File: src/rtl/riscv_pkg.sv
// rtl/riscv_pkg.sv - shared types and defaults for the fetch-stage PC sequencer
package riscv_pkg;

  typedef enum logic [1:0] {
    BOOT   = 2'd0,
    RUN    = 2'd1,
    HOLD   = 2'd2,
    BUBBLE = 2'd3
  } pcs_state_t;

  localparam int          XLEN_DEFAULT     = 32;
  localparam logic [31:0] RESET_PC_DEFAULT = 32'h0000_0000;
  localparam logic [31:0] TRAP_VEC_DEFAULT = 32'h0000_0100;

  function automatic logic is_misaligned(input logic [1:0] lsb);
    return lsb != 2'b00;
  endfunction

endpackage

File: src/rtl/pc_sequencer_if.sv
// rtl/pc_sequencer_if.sv - redirect requests in, fetch PC and status out
interface pc_sequencer_if #(
  parameter int XLEN = 32
) ();
  logic            stall_i;
  logic            branch_i;
  logic            zero_i;
  logic [XLEN-1:0] branch_target_i;
  logic            jump_i;
  logic [XLEN-1:0] jump_target_i;
  logic            trap_i;
  logic [XLEN-1:0] pc_o;
  logic            pc_valid_o;
  logic            redirect_o;
  logic            misaligned_o;
  logic            pend_o;

  modport master (
    output stall_i, branch_i, zero_i, branch_target_i, jump_i, jump_target_i, trap_i,
    input  pc_o, pc_valid_o, redirect_o, misaligned_o, pend_o
  );

  modport slave (
    input  stall_i, branch_i, zero_i, branch_target_i, jump_i, jump_target_i, trap_i,
    output pc_o, pc_valid_o, redirect_o, misaligned_o, pend_o
  );
endinterface

File: src/rtl/pc_sequencer_src_mux.sv
// rtl/pc_sequencer_src_mux.sv - prioritised next-PC selector (trap > jump > taken branch > sequential)
module pc_src_mux
  import riscv_pkg::*;
#(
  parameter int              XLEN     = XLEN_DEFAULT,
  parameter logic [XLEN-1:0] TRAP_VEC = TRAP_VEC_DEFAULT
) (
  input  logic            i_trap,
  input  logic            i_jump,
  input  logic            i_branch,
  input  logic            i_zero,
  input  logic [XLEN-1:0] i_jump_target,
  input  logic [XLEN-1:0] i_branch_target,
  input  logic [XLEN-1:0] i_seq_pc,
  output logic [XLEN-1:0] o_next_pc,
  output logic            o_redirect,
  output logic            o_misaligned
);

  always_comb begin
    o_next_pc    = i_seq_pc;
    o_redirect   = 1'b0;
    o_misaligned = 1'b0;
    if (i_trap) begin
      o_next_pc  = TRAP_VEC;
      o_redirect = 1'b1;
    end else if (i_jump) begin
      o_redirect = 1'b1;
      if (is_misaligned(i_jump_target[1:0])) begin
        o_next_pc    = TRAP_VEC;
        o_misaligned = 1'b1;
      end else begin
        o_next_pc = i_jump_target;
      end
    end else if (i_branch && i_zero) begin
      o_redirect = 1'b1;
      if (is_misaligned(i_branch_target[1:0])) begin
        o_next_pc    = TRAP_VEC;
        o_misaligned = 1'b1;
      end else begin
        o_next_pc = i_branch_target;
      end
    end
  end

endmodule

File: src/rtl/pc_sequencer.sv
// rtl/pc_sequencer.sv - registered fetch PC with stall hold, pending redirect buffer and bubble insertion
module pc_sequencer
  import riscv_pkg::*;
#(
  parameter int              XLEN     = XLEN_DEFAULT,
  parameter logic [XLEN-1:0] RESET_PC = RESET_PC_DEFAULT,
  parameter logic [XLEN-1:0] TRAP_VEC = TRAP_VEC_DEFAULT,
  parameter int              PC_STEP  = 4
) (
  input logic           clk,
  input logic           rst_n,
  pc_sequencer_if.slave bus
);

  pcs_state_t      r_state;
  logic [XLEN-1:0] r_pc;
  logic            r_pc_valid;
  logic            r_redirect;
  logic            r_misaligned;
  logic            r_pend;
  logic [XLEN-1:0] r_pend_pc;
  logic            r_pend_mis;

  pcs_state_t      w_state;
  logic [XLEN-1:0] w_pc;
  logic            w_pc_valid;
  logic            w_redirect;
  logic            w_misaligned;
  logic            w_pend;
  logic [XLEN-1:0] w_pend_pc;
  logic            w_pend_mis;

  logic [XLEN-1:0] w_seq_pc;
  logic [XLEN-1:0] w_mux_pc;
  logic            w_mux_redirect;
  logic            w_mux_mis;

  assign w_seq_pc = r_pc + XLEN'(PC_STEP);

  pc_src_mux #(
    .XLEN     (XLEN),
    .TRAP_VEC (TRAP_VEC)
  ) u_src_mux (
    .i_trap          (bus.trap_i),
    .i_jump          (bus.jump_i),
    .i_branch        (bus.branch_i),
    .i_zero          (bus.zero_i),
    .i_jump_target   (bus.jump_target_i),
    .i_branch_target (bus.branch_target_i),
    .i_seq_pc        (w_seq_pc),
    .o_next_pc       (w_mux_pc),
    .o_redirect      (w_mux_redirect),
    .o_misaligned    (w_mux_mis)
  );

  always_ff @(posedge clk or negedge rst_n) begin
    if (!rst_n) begin
      r_state      <= BOOT;
      r_pc         <= RESET_PC;
      r_pc_valid   <= 1'b0;
      r_redirect   <= 1'b0;
      r_misaligned <= 1'b0;
      r_pend       <= 1'b0;
      r_pend_pc    <= '0;
      r_pend_mis   <= 1'b0;
    end else begin
      r_state      <= w_state;
      r_pc         <= w_pc;
      r_pc_valid   <= w_pc_valid;
      r_redirect   <= w_redirect;
      r_misaligned <= w_misaligned;
      r_pend       <= w_pend;
      r_pend_pc    <= w_pend_pc;
      r_pend_mis   <= w_pend_mis;
    end
  end

  always_comb begin
    w_state      = r_state;
    w_pc         = r_pc;
    w_pc_valid   = r_pc_valid;
    w_redirect   = 1'b0;
    w_misaligned = 1'b0;
    w_pend       = r_pend;
    w_pend_pc    = r_pend_pc;
    w_pend_mis   = r_pend_mis;

    // Trap overrides stall in every state and drops any buffered redirect.
    if (bus.trap_i) begin
      w_pc       = TRAP_VEC;
      w_pc_valid = 1'b0;
      w_redirect = 1'b1;
      w_pend     = 1'b0;
      w_pend_mis = 1'b0;
      w_state    = BUBBLE;
    end else begin
      unique case (r_state)
        BOOT: begin
          w_state = RUN;
        end
        RUN, BUBBLE: begin
          if (bus.stall_i) begin
            if (w_mux_redirect) begin
              w_pend     = 1'b1;
              w_pend_pc  = w_mux_pc;
              w_pend_mis = w_mux_mis;
              w_state    = HOLD;
            end
          end else if (w_mux_redirect) begin
            w_pc         = w_mux_pc;
            w_pc_valid   = 1'b0;
            w_redirect   = 1'b1;
            w_misaligned = w_mux_mis;
            w_state      = BUBBLE;
          end else begin
            w_pc       = w_seq_pc;
            w_pc_valid = 1'b1;
            w_state    = RUN;
          end
        end
        HOLD: begin
          if (bus.stall_i) begin
            if (w_mux_redirect) begin
              w_pend_pc  = w_mux_pc;
              w_pend_mis = w_mux_mis;
            end
          end else begin
            // A redirect arriving on the release cycle is newer than the buffer.
            if (w_mux_redirect) begin
              w_pc         = w_mux_pc;
              w_misaligned = w_mux_mis;
            end else begin
              w_pc         = r_pend_pc;
              w_misaligned = r_pend_mis;
            end
            w_pc_valid = 1'b0;
            w_redirect = 1'b1;
            w_pend     = 1'b0;
            w_pend_mis = 1'b0;
            w_state    = BUBBLE;
          end
        end
        default: begin
          w_state = BOOT;
        end
      endcase
    end
  end

  assign bus.pc_o         = r_pc;
  assign bus.pc_valid_o   = r_pc_valid;
  assign bus.redirect_o   = r_redirect;
  assign bus.misaligned_o = r_misaligned;
  assign bus.pend_o       = r_pend;

endmodule

File: src/flat_wrapper.sv
// flat-port wrapper written by rule: the top's interface ports become plain ports
module pc_sequencer_flat import riscv_pkg::*;
#(
  parameter int              XLEN     = XLEN_DEFAULT,
  parameter logic [XLEN-1:0] RESET_PC = RESET_PC_DEFAULT,
  parameter logic [XLEN-1:0] TRAP_VEC = TRAP_VEC_DEFAULT,
  parameter int              PC_STEP  = 4
)
  (clk, rst_n, bus_stall_i, bus_branch_i, bus_zero_i, bus_branch_target_i, bus_jump_i, bus_jump_target_i, bus_trap_i, bus_pc_o, bus_pc_valid_o, bus_redirect_o, bus_misaligned_o, bus_pend_o);
  pc_sequencer_if #(.XLEN(XLEN)) bus_i ();
  input logic clk;
  input logic rst_n;
  input wire logic [$bits(bus_i.stall_i)-1:0] bus_stall_i;
  input wire logic [$bits(bus_i.branch_i)-1:0] bus_branch_i;
  input wire logic [$bits(bus_i.zero_i)-1:0] bus_zero_i;
  input wire logic [$bits(bus_i.branch_target_i)-1:0] bus_branch_target_i;
  input wire logic [$bits(bus_i.jump_i)-1:0] bus_jump_i;
  input wire logic [$bits(bus_i.jump_target_i)-1:0] bus_jump_target_i;
  input wire logic [$bits(bus_i.trap_i)-1:0] bus_trap_i;
  output wire logic [$bits(bus_i.pc_o)-1:0] bus_pc_o;
  output wire logic [$bits(bus_i.pc_valid_o)-1:0] bus_pc_valid_o;
  output wire logic [$bits(bus_i.redirect_o)-1:0] bus_redirect_o;
  output wire logic [$bits(bus_i.misaligned_o)-1:0] bus_misaligned_o;
  output wire logic [$bits(bus_i.pend_o)-1:0] bus_pend_o;
  assign bus_i.stall_i = bus_stall_i;
  assign bus_i.branch_i = bus_branch_i;
  assign bus_i.zero_i = bus_zero_i;
  assign bus_i.branch_target_i = bus_branch_target_i;
  assign bus_i.jump_i = bus_jump_i;
  assign bus_i.jump_target_i = bus_jump_target_i;
  assign bus_i.trap_i = bus_trap_i;
  assign bus_pc_o = bus_i.pc_o;
  assign bus_pc_valid_o = bus_i.pc_valid_o;
  assign bus_redirect_o = bus_i.redirect_o;
  assign bus_misaligned_o = bus_i.misaligned_o;
  assign bus_pend_o = bus_i.pend_o;
  pc_sequencer #(.XLEN(XLEN), .RESET_PC(RESET_PC), .TRAP_VEC(TRAP_VEC), .PC_STEP(PC_STEP)) u_core (.clk(clk), .rst_n(rst_n), .bus(bus_i));
endmodule
File: config.mk
export PLATFORM = sky130hd
export DESIGN_NAME = pc_sequencer_flat
export DESIGN_NICKNAME = d
export VERILOG_FILES = /design/src/rtl/riscv_pkg.sv /design/src/rtl/pc_sequencer_if.sv /design/src/rtl/pc_sequencer_src_mux.sv /design/src/rtl/pc_sequencer.sv /design/src/flat_wrapper.sv
export SDC_FILE = /design/constraint.sdc
export NUM_CORES = 1
export LEC_CHECK = 0
export CAP_MARGIN = 20
export CORE_MARGIN = 2
export CORE_UTILIZATION = 54
export DETAILED_ROUTE_END_ITERATION = 10
export PLACE_DENSITY = 0.86
export SLEW_MARGIN = 30
export SYNTH_ARGS = -nofsm -noshare
export SYNTH_HDL_FRONTEND = slang
export SYNTH_SLANG_ARGS = --single-unit
File: constraint.sdc
create_clock -name clk -period 4.2 [get_ports clk]
set_input_delay 1.26 -clock clk [delete_from_list [all_inputs] [get_ports clk]]
set_output_delay 1.26 -clock clk [all_outputs]
set_load 0.005 [all_outputs]
Word level (Yosys, flattened, before mapping)
Cells that the tools add are included.
{ "totals": {"inputBits": 71, "reg_bits": 71, "word_cells": 77} }
{ "op_classes": {"n_addsub": 1, "bitwise": 1, "n_reduce_logical": 12, "muxes": 47, "n_eq_ne": 8} }
{ "op_table": {"columns": ["cell", "n"], "rows": [
  ["$mux W32", 9],
  ["$pmux W32 S2", 1],
  ["$add A32 B3 Y32 const B", 1],
  ["$mux W1", 26],
  ["$ne A3 B3 Y1 const B", 4],
  ["$mux W2", 5],
  ["$pmux W1 S2", 5],
  ["$pmux W2 S3", 1],
  ["$reduce_and A3 Y1", 2],
  ["$eq A2 B2 Y1 const B", 2],
  ["$ne A4 B4 Y1 const B", 1],
  ["$reduce_and A2 Y1", 2],
  ["$reduce_and A4 Y1", 1],
  ["$reduce_bool A2 Y1", 2],
  ["$reduce_bool A3 Y1", 1],
  ["$reduce_or A3 Y1", 1],
  ["$eq A2 B1 Y1 const B", 1],
  ["$logic_not A2 Y1", 1],
  ["$reduce_or A2 Y1", 1],
  ["$logic_and A1 B1 Y1", 1],
  ["$not A1 Y1", 1]
]} }

Logic depth before layout (Yosys ltp)
Gate-level depths: netlist (run 1).
{ "depth": {"word_depth": 8, "depth_mapped": 7} }

Hierarchy
A second synthesis (run 1) with hierarchy kept.
{ "hier_totals": {"hier_cells": 577, "hier_area_um2": 4864.7} }
{ "by_module_without_submodules": {"columns": ["mod", "n_inst", "area_each_um2", "cells_per_inst", "seq_area_each_um2"], "rows": [
  ["pc_sequencer", 1, 4187.8, 459, 1776.7],
  ["pc_src_mux", 1, 676.9, 118, 0.0]
]} }

Worst setup path before layout (run 1)
Ideal clock, no wire load.
{ "synth_timing": {"path_kind": "in2reg", "startpoint": "in bus_trap_i", "endpoint": "reg u_core.r_pc[16] (netlist: u_core.bus.pc_o[16])", "path_buffers": 2, "path_slack_ps": 1567, "arrival_time_ps": 2529, "required_ps": 4096, "path_stages": 5, "cell_sequence": "clkbuf_1 nor3_2 clkbuf_1 o21ai_0 o41ai_2"} }
{ "synth_between": {"elab_chain_cells": 5} }
{ "synth_lines": {"columns": ["element", "line", "text"], "rows": [
  ["start, declared", "flat_wrapper.sv:19", "input wire logic [$bits(bus_i.trap_i)-1:0] bus_trap_i;"],
  ["$mux W1", "pc_sequencer_src_mux.sv:24", "if (i_trap) begin"],
  ["$mux W32 (on tied branches)", "pc_sequencer.sv:129, pc_sequencer.sv:109", null],
  ["$mux W32 (on tied branches)", "pc_sequencer.sv:122, pc_sequencer.sv:102", null],
  ["$pmux W32 S2", "pc_sequencer.sv:97", "unique case (r_state)"],
  ["$mux W32", "pc_sequencer.sv:89", "if (bus.trap_i) begin"],
  ["end signal, assigned", "pc_sequencer.sv:68", "r_pc <= w_pc;"],
  ["end, declared", "pc_sequencer.sv:16", "logic [XLEN-1:0] r_pc;"]
]} }
Parallel ways exist; a longest one is shown, timed or not. The select of a mux whose other input is x is not followed.
A chain may end at the register's enable or synchronous reset.

Worst setup path in the final report (run 1)
{ "layout_timing": {"startpoint": "in bus_jump_i", "endpoint": "reg u_core.r_pc[17] (netlist: u_core.bus.pc_o[17])"} }
{ "layout_between": {"elab_chain_cells": 6} }
{ "layout_lines": {"columns": ["element", "line", "text"], "rows": [
  ["start, declared", "flat_wrapper.sv:17", "input wire logic [$bits(bus_i.jump_i)-1:0] bus_jump_i;"],
  ["$mux W1", "pc_sequencer_src_mux.sv:27", "end else if (i_jump) begin"],
  ["$mux W1", "pc_sequencer_src_mux.sv:24", null],
  ["$mux W32 (on tied branches)", "pc_sequencer.sv:129, pc_sequencer.sv:109", null],
  ["$mux W32 (on tied branches)", "pc_sequencer.sv:122, pc_sequencer.sv:102", null],
  ["$pmux W32 S2 *", "pc_sequencer.sv:97", null],
  ["$mux W32 *", "pc_sequencer.sv:89", null]
]} }
Mark *: on every way between the ends. The rest lies on a longest branch, timed or not. The select of a mux whose other input is x is not followed.

==> results of run 1 <==
==> through the flow <==
step | hold slack, ns | power (W) | area (µm²) | utilization [%] | instances
global placement | 0.4720 | 0.001201 | 5669 | 70.05 | 709
detailed placement | 0.4807 | 0.001219 | 5669 | 70.05 | 709
floorplan | 0.4512 | 0.001013 | 4462 | - | 514
CTS | 0.4985 | 0.001708 | 5842 | 72.19 | 725
finish | 0.5003 | 0.001714 | 5842 | 72.19 | 725
global route | 0.5135 | 0.001790 | 5842 | 72.19 | 725
==> cell families after synthesis <==
family                     count (synthesis)
AOI/OAI and AO/OA                        220
buffers and inverters                     55
adders and majority gates                  1
and+or+nand+nor                          165
DFF                                       71
xor gates and xnor gates                   2
==> critical path: cells and delay by family <==
kind,cells,cell delay (ns)
AOI/OAI and AO/OA,4,0.81
buffers and inverters,2,1.19
and+or+nand+nor,1,0.29
==> power breakdown <==
part	switching [W]	internal [W]
clock	0.000283	0.000214
sequential	0.0000617	0.000755
combinational	0.000201	0.000199
total	0.000546	0.00117
==> synthesized netlist by cell type, drive strengths merged (7+ instances only) <==
cell type,n
buf,16
nand3,18
a221oi,10
nor3,13
nand2,35
o21ai,38
and2,7
o2bb2ai,14
o211ai,16
and3,7
inv,19
a221o,13
a21o,7
dfrtp,71
clkbuf,20
o22ai,7
a21oi,53
nor2,46
o32a,8
==> cell type report <==
| type | count | area share [%] |
|---|---|---|
| Clock inverter | 7 | 0.8353 |
| Inverter | 19 | 1.221 |
| Tap cell | 105 | 2.249 |
| Multi-Input combinational cell | 388 | 42.30 |
| Clock buffer | 9 | 2.120 |
| Sequential cell | 71 | 30.41 |
| Timing Repair Buffer | 126 | 20.86 |
==> state kept, by name, summed over array words and instances (netlist names) <==
signal                   flops
u_core.bus.pend_o            1
u_core.r_pend_mis            1
u_core.r_pend_pc            32
u_core.bus.misaligned_o      1
u_core.bus.pc_valid_o        1
u_core.bus.redirect_o        1
u_core.bus.pc_o             32
u_core.r_state               2
==> metal layers <==
metal  global-route usage, %  up-vias
li1                        -     2192
met1                   43.58     2422
met2                   58.45      303
met3                   6.464       55
met4                   16.91        0
met5                       0        -
==> path summary, 6_finish.rpt <==
path | cells past startpoint | end
setup / recovery | 7 | u_core.bus.pc_o[17]
hold / removal | 1 | u_core.r_pend_pc[1]
setup reg to reg | 5 | u_core.bus.pc_o[23]
hold reg to reg | 1 | u_core.r_pend_pc[1]
max in group asynchronous | 2 | u_core.bus.pc_o[18]
min in group asynchronous | 1 | u_core.bus.pend_o
==> run metrics, run 1 <==
CP cell instances=clkdlybuf4s50_1 -> nor3b_2 -> buf_4 -> a22oi_1 -> a221o_1 -> o21ai_0 -> o2bb2ai_1; HP Class=flop to flop; CTS tree=done; Fill cells=between 600 and 700; Die Area=9006 µm²; Final period util=78.01%; Chip Height=94.90 µm; main combinational cell family by area after synthesis=compound AO/OA/AOI/OAI gates; R2R setup slack=1.66 ns; CP max stage delay=0.81 ns; Sequential cell area=1777 µm²; clk slew on worst S/H paths=approximately 0.080 ns; Layout Area Growth over Synthesis=30.93%; setup_tns=0 ns; Worst R2R Start=u_core.bus.pc_o[4]; leakage=2.241 nW; Mapped Nets=586; most frequent cells in the layout=clkdlybuf4s50_1, dfrtp_1, a21oi_1; wl on met1=5.981 mm; DP HPWL=10.50 mm; grt ovf=0; post-CTS sizing=0; final hold vios=0; Post-Synthesis Cell Area=4462 µm²; peak supply drop=0.2552 mV; CP Data Required Time=approximately 4.5 ns; H-tree depth=3; RSZ-0062 raised after global routing=false; Final Wtd Congestion=around 0.96; worst-skew pair later-pin latency=roughly 0.35 ns; Slew headroom=40.31%; Critical-path top delay cell=clkdlybuf4s50_1; Mean Syn Cell Area=8.681 µm²; row cnt=33; adder-cell share of the synthesized area=less than 1%; Area contributors post-synth=dfrtp_1, a21oi_1, nor2_1; largest net degree at the start of global routing=between 60 and 70; DR top layer=met4; Max-Cap Viols=0; skew final=0.008705 ns; initial antenna violation count=0; hold path startpoint=u_core.r_pend_pc[1]; Seq cells post-synth=71; post-synth top area cell=dfrtp_1; Post-Synthesis Cells=approximately 500; GRT Total Usage=34.97%; Num CTS Buffers=9; # clock sinks=around 70; fin crit period=3.276 ns; most common cell after layout, fill and taps aside=clkdlybuf4s50_1; CTS Buffer Depth=2; Post-Synth Simple-Gate Area=19.29%; DP Worst Slack=0.5975 ns; IO Pins=107; first-pass GRT wire length=about 24 mm; setup violators final=0; Slew @ Worst Pin=roughly 0.90 ns; Setup crit start=bus_jump_i; vias=4972; Vias per Instance=6.858; PwrDens=around 290 nW/µm²; Setup crit start kind=input port; outcome=finished, final reports clean; diodes inserted=0; root buffer cell=clkbuf_8; Post-synth EDFFs=0; final setup margin=0.9236 ns; Initial Utilization=55.13%; post-synthesis mux area share=0%; Met3 Routed Length=between 1 and 1.5 mm; Initial DRT Pass Iterations=5; hold_buf cts=0; largest fanout on the critical path=35; Final nets=687; vias in the first global route=4870; XOR/XNOR Fraction of Synth Area=0.3926%; met2 wire len=7.626 mm; CP endpoint kind=flop; Synth Flop Type=dfrtp_1; Residual DRC=0; Worst Path Arrival=3.55 ns; top-area cell type share of the netlist area=39.82%; WS Path Type=input port to flop; ratio of cells with drive above 1 in the final layout=under 10%; FFs w/ async S/R, synth=100.0%; Slew Viols, Final=0; port bufs=~110; register area share after synthesis=about two fifths; die width=94.90 µm; core footprint=8093 µm²; Detailed Route WL=roughly 15 mm; DRT antenna net count=0; post-CTS setup buffer count=0; DRT iter0 DRCs=457; FMAX=a little over 300 MHz; synth unique cells=between 60 and 70; area of the multi-input gates=2471 µm²; routed wire length per instance=21.26 µm; Yosys warning count=0; Synth Area in Compound Gates=between 30% and 40%
(Power assumes the default switching activity.)
==> run 2, diff against run 1 <==
Settings changed: CORE_UTILIZATION 54 to 46, PLACE_DENSITY 0.86 to 0.78.
Clock period 4.2 ns to 2.7 ns, I/O delays scaled along.
==> run 2 against run 1 <==
Against the previous run:
- sequential share of layout area shrank 1.8 points
- flip-flop and latch count is the same
- wire length grew 3.7%
- clock power grew 66%
- worst setup slack lost 0.70 ns
- clock-buffer cell count grew 1
- hold slack lost 0.088 ns
- via count grew 2.7%
- sequential power grew 56%
- largest cell class unchanged
- register-to-register slack lost 1.2 ns
- clock skew grew 0.0025 ns
==> run metrics, run 2 (same netlist as run 1, synthesis figures left out) <==
Layout Area Growth over Synthesis=38.95% (was 30.93%); Critical path buffers and inverters=2 (unchanged); GRT Total Usage=31.68% (was 34.97%); Final period util=91.89%; leakage=2.450 nW (was 2.241 nW); post-CTS sizing=0 (unchanged); IO Pins=107 (unchanged); # clock sinks=71 (unchanged); DRT iter0 DRCs=553 (was 457); grt ovf=0 (unchanged); DRT antenna net count=0 (unchanged); Sequential cell area=1777 µm² (unchanged); Critical-path top delay cell=clkdlybuf4s50_1 (unchanged); FMAX=403.1 MHz; port bufs=106 (unchanged); Final nets=720 (was 687); CP cell instances=clkdlybuf4s50_1 -> nor3_2 -> buf_4 -> a22oi_1 -> a221o_1 -> o21ai_0 -> o2bb2ai_1 (was clkdlybuf4s50_1 -> nor3b_2 -> buf_4 -> a22oi_1 -> a221o_1 -> o21ai_0 -> o2bb2ai_1); Crit path max-delay family=compound AO/OA/AOI/OAI gates (was buffers and inverters); diodes inserted=0 (unchanged); largest fanout on the critical path=13 (was 35); vias=5108 (was 4972); final instance area=6200 µm² (was 5842 µm²); CP max stage delay=0.49 ns (was 0.81 ns); Die Area=10500 µm² (was 9006 µm²); root buffer cell=clkbuf_8 (unchanged); Residual DRC=0 (unchanged); most common cell after layout, fill and taps aside=clkdlybuf4s50_1 (unchanged); Setup crit start kind=input port (unchanged); Initial DRT Pass Iterations=5 (unchanged); post-CTS setup buffer count=0 (unchanged); Slew @ Worst Pin=0.6868 ns (was 0.8953 ns); Max-Cap Viols=0 (unchanged); Final Wtd Congestion=0.9152 (was 0.9584); area of the multi-input gates=2471 µm² (unchanged); RSZ-0062 raised after global routing=false (unchanged); total power draw=0.002756 W (was 0.001714 W); ratio of cells with drive above 1 in the final layout=13.19% (was 8.871%); peak supply drop=0.2123 mV (was 0.2552 mV); PwrDens=444.6 nW/µm² (was 293.4 nW/µm²); CP Data Required Time=2.98 ns (was 4.47 ns); CTS Buffer Depth=2 (unchanged); vias in the first global route=5122 (was 4870); Vias per Instance=6.540 (was 6.858); clk slew on worst S/H paths=0.08 ns (about the same); skew final=0.01124 ns (was 0.008705 ns); Fill cells=775 (was 624); H-tree depth=3 (unchanged); Slew Viols, Final=0 (unchanged); Post-DP Area=6022 µm² (was 5669 µm²); most frequent cells in the layout=clkdlybuf4s50_1, dfrtp_1, a21oi_1 (unchanged); fin util=66.47% (was 72.19%); Worst Path Arrival=2.76 ns (was 3.55 ns); first-pass GRT wire length=25.49 mm (was 24.16 mm); Chip Height=102.5 µm (was 94.90 µm); largest net degree at the start of global routing=39 (was 67); HP Class=input port to async pin (was flop to flop); row cnt=35 (was 33); outcome=finished, final reports clean (unchanged); CTS tree=done (unchanged); hold_ws=0.4121 ns (was 0.5003 ns); Initial Utilization=47.83% (was 55.13%); hold_buf cts=0 (unchanged); core footprint=9328 µm² (was 8093 µm²); Num CTS Buffers=9 (unchanged); Slew headroom=53.83% (was 40.31%); worst-skew pair later-pin latency=0.36 ns (was 0.35 ns); initial antenna violation count=0 (unchanged); fin crit period=~2.5 ns; setup_tns=0 ns (unchanged); routed wire length per instance=20.47 µm (was 21.26 µm); final hold vios=0 (unchanged); WS Path Type=input port to flop (unchanged); setup violators final=0 (unchanged); Detailed Route WL=15.99 mm (was 15.41 mm); CP endpoint kind=flop (unchanged); die width=102.5 µm (was 94.90 µm); DP HPWL=11.47 mm (was 10.50 mm)
run 2: cell count changes in the layout (fill, tap and decap cells not counted):
cell        before  now
bufinv_16        0    1
clkinv_2         2    4
inv_6            1    0
clkinvlp_4       4    0
clkbuf_1         0    1
buf_4           19   46
buf_12           1    7
run 2: layout make-up:
| type | instances | share of cell area, % |
|---|---|---|
| Clock buffer | 10 | 2.059 |
| Clock inverter | 5 | 0.8073 |
| Inverter | 19 | 1.150 |
| Multi-Input combinational cell | 388 | 39.86 |
| Sequential cell | 71 | 28.66 |
| Tap cell | 129 | 2.603 |
| Timing Repair Buffer | 159 | 24.86 |
run 2: path summary, 6_finish.rpt:
path | cells past startpoint | slack [ns] | startpoint | endpoint
max reg2reg | 5 | 0.45 | u_core.bus.pc_o[4] | u_core.bus.pc_o[24]
max in group asynchronous | 2 | 1.50 | rst_n | u_core.r_pend_pc[10]
min | 1 | 0.41 | rst_n | u_core.r_pend_pc[31]
min reg2reg | 1 | 0.49 | u_core.r_pend_pc[3] | u_core.r_pend_pc[3]
min in group clk | 1 | 0.49 | u_core.r_pend_pc[3] | u_core.r_pend_pc[3]
max | 7 | 0.22 | bus_branch_target_i[0] | u_core.bus.pc_o[18]
run 2: report_power, final:
part	leakage, nW	total [W]	switching, W	internal [W]
clock network	0.0957	0.000823	0.000407	0.000416
registers	0.901	0.00127	0.0000910	0.00117
logic	1.45	0.000668	0.000322	0.000346
run 2: through the flow:
step,std cells,setup WS [ns]
after floorplan,514,0.5170
after global placement,766,-0.04133
after detailed placement,766,-0.1078
after CTS,781,0.2565
after global routing,781,0.08759
final,781,0.2191
run 2: metal layers:
layer	routed length [µm]	part of all wire [%]	track usage (%)	up-vias
met5	0	0	0	-
met4	488	3.1	17.03	0
met3	1561	9.8	5.335	51
met2	7719	48	50.38	322
met1	6215	39	41.27	2473
li1	-	-	-	2262
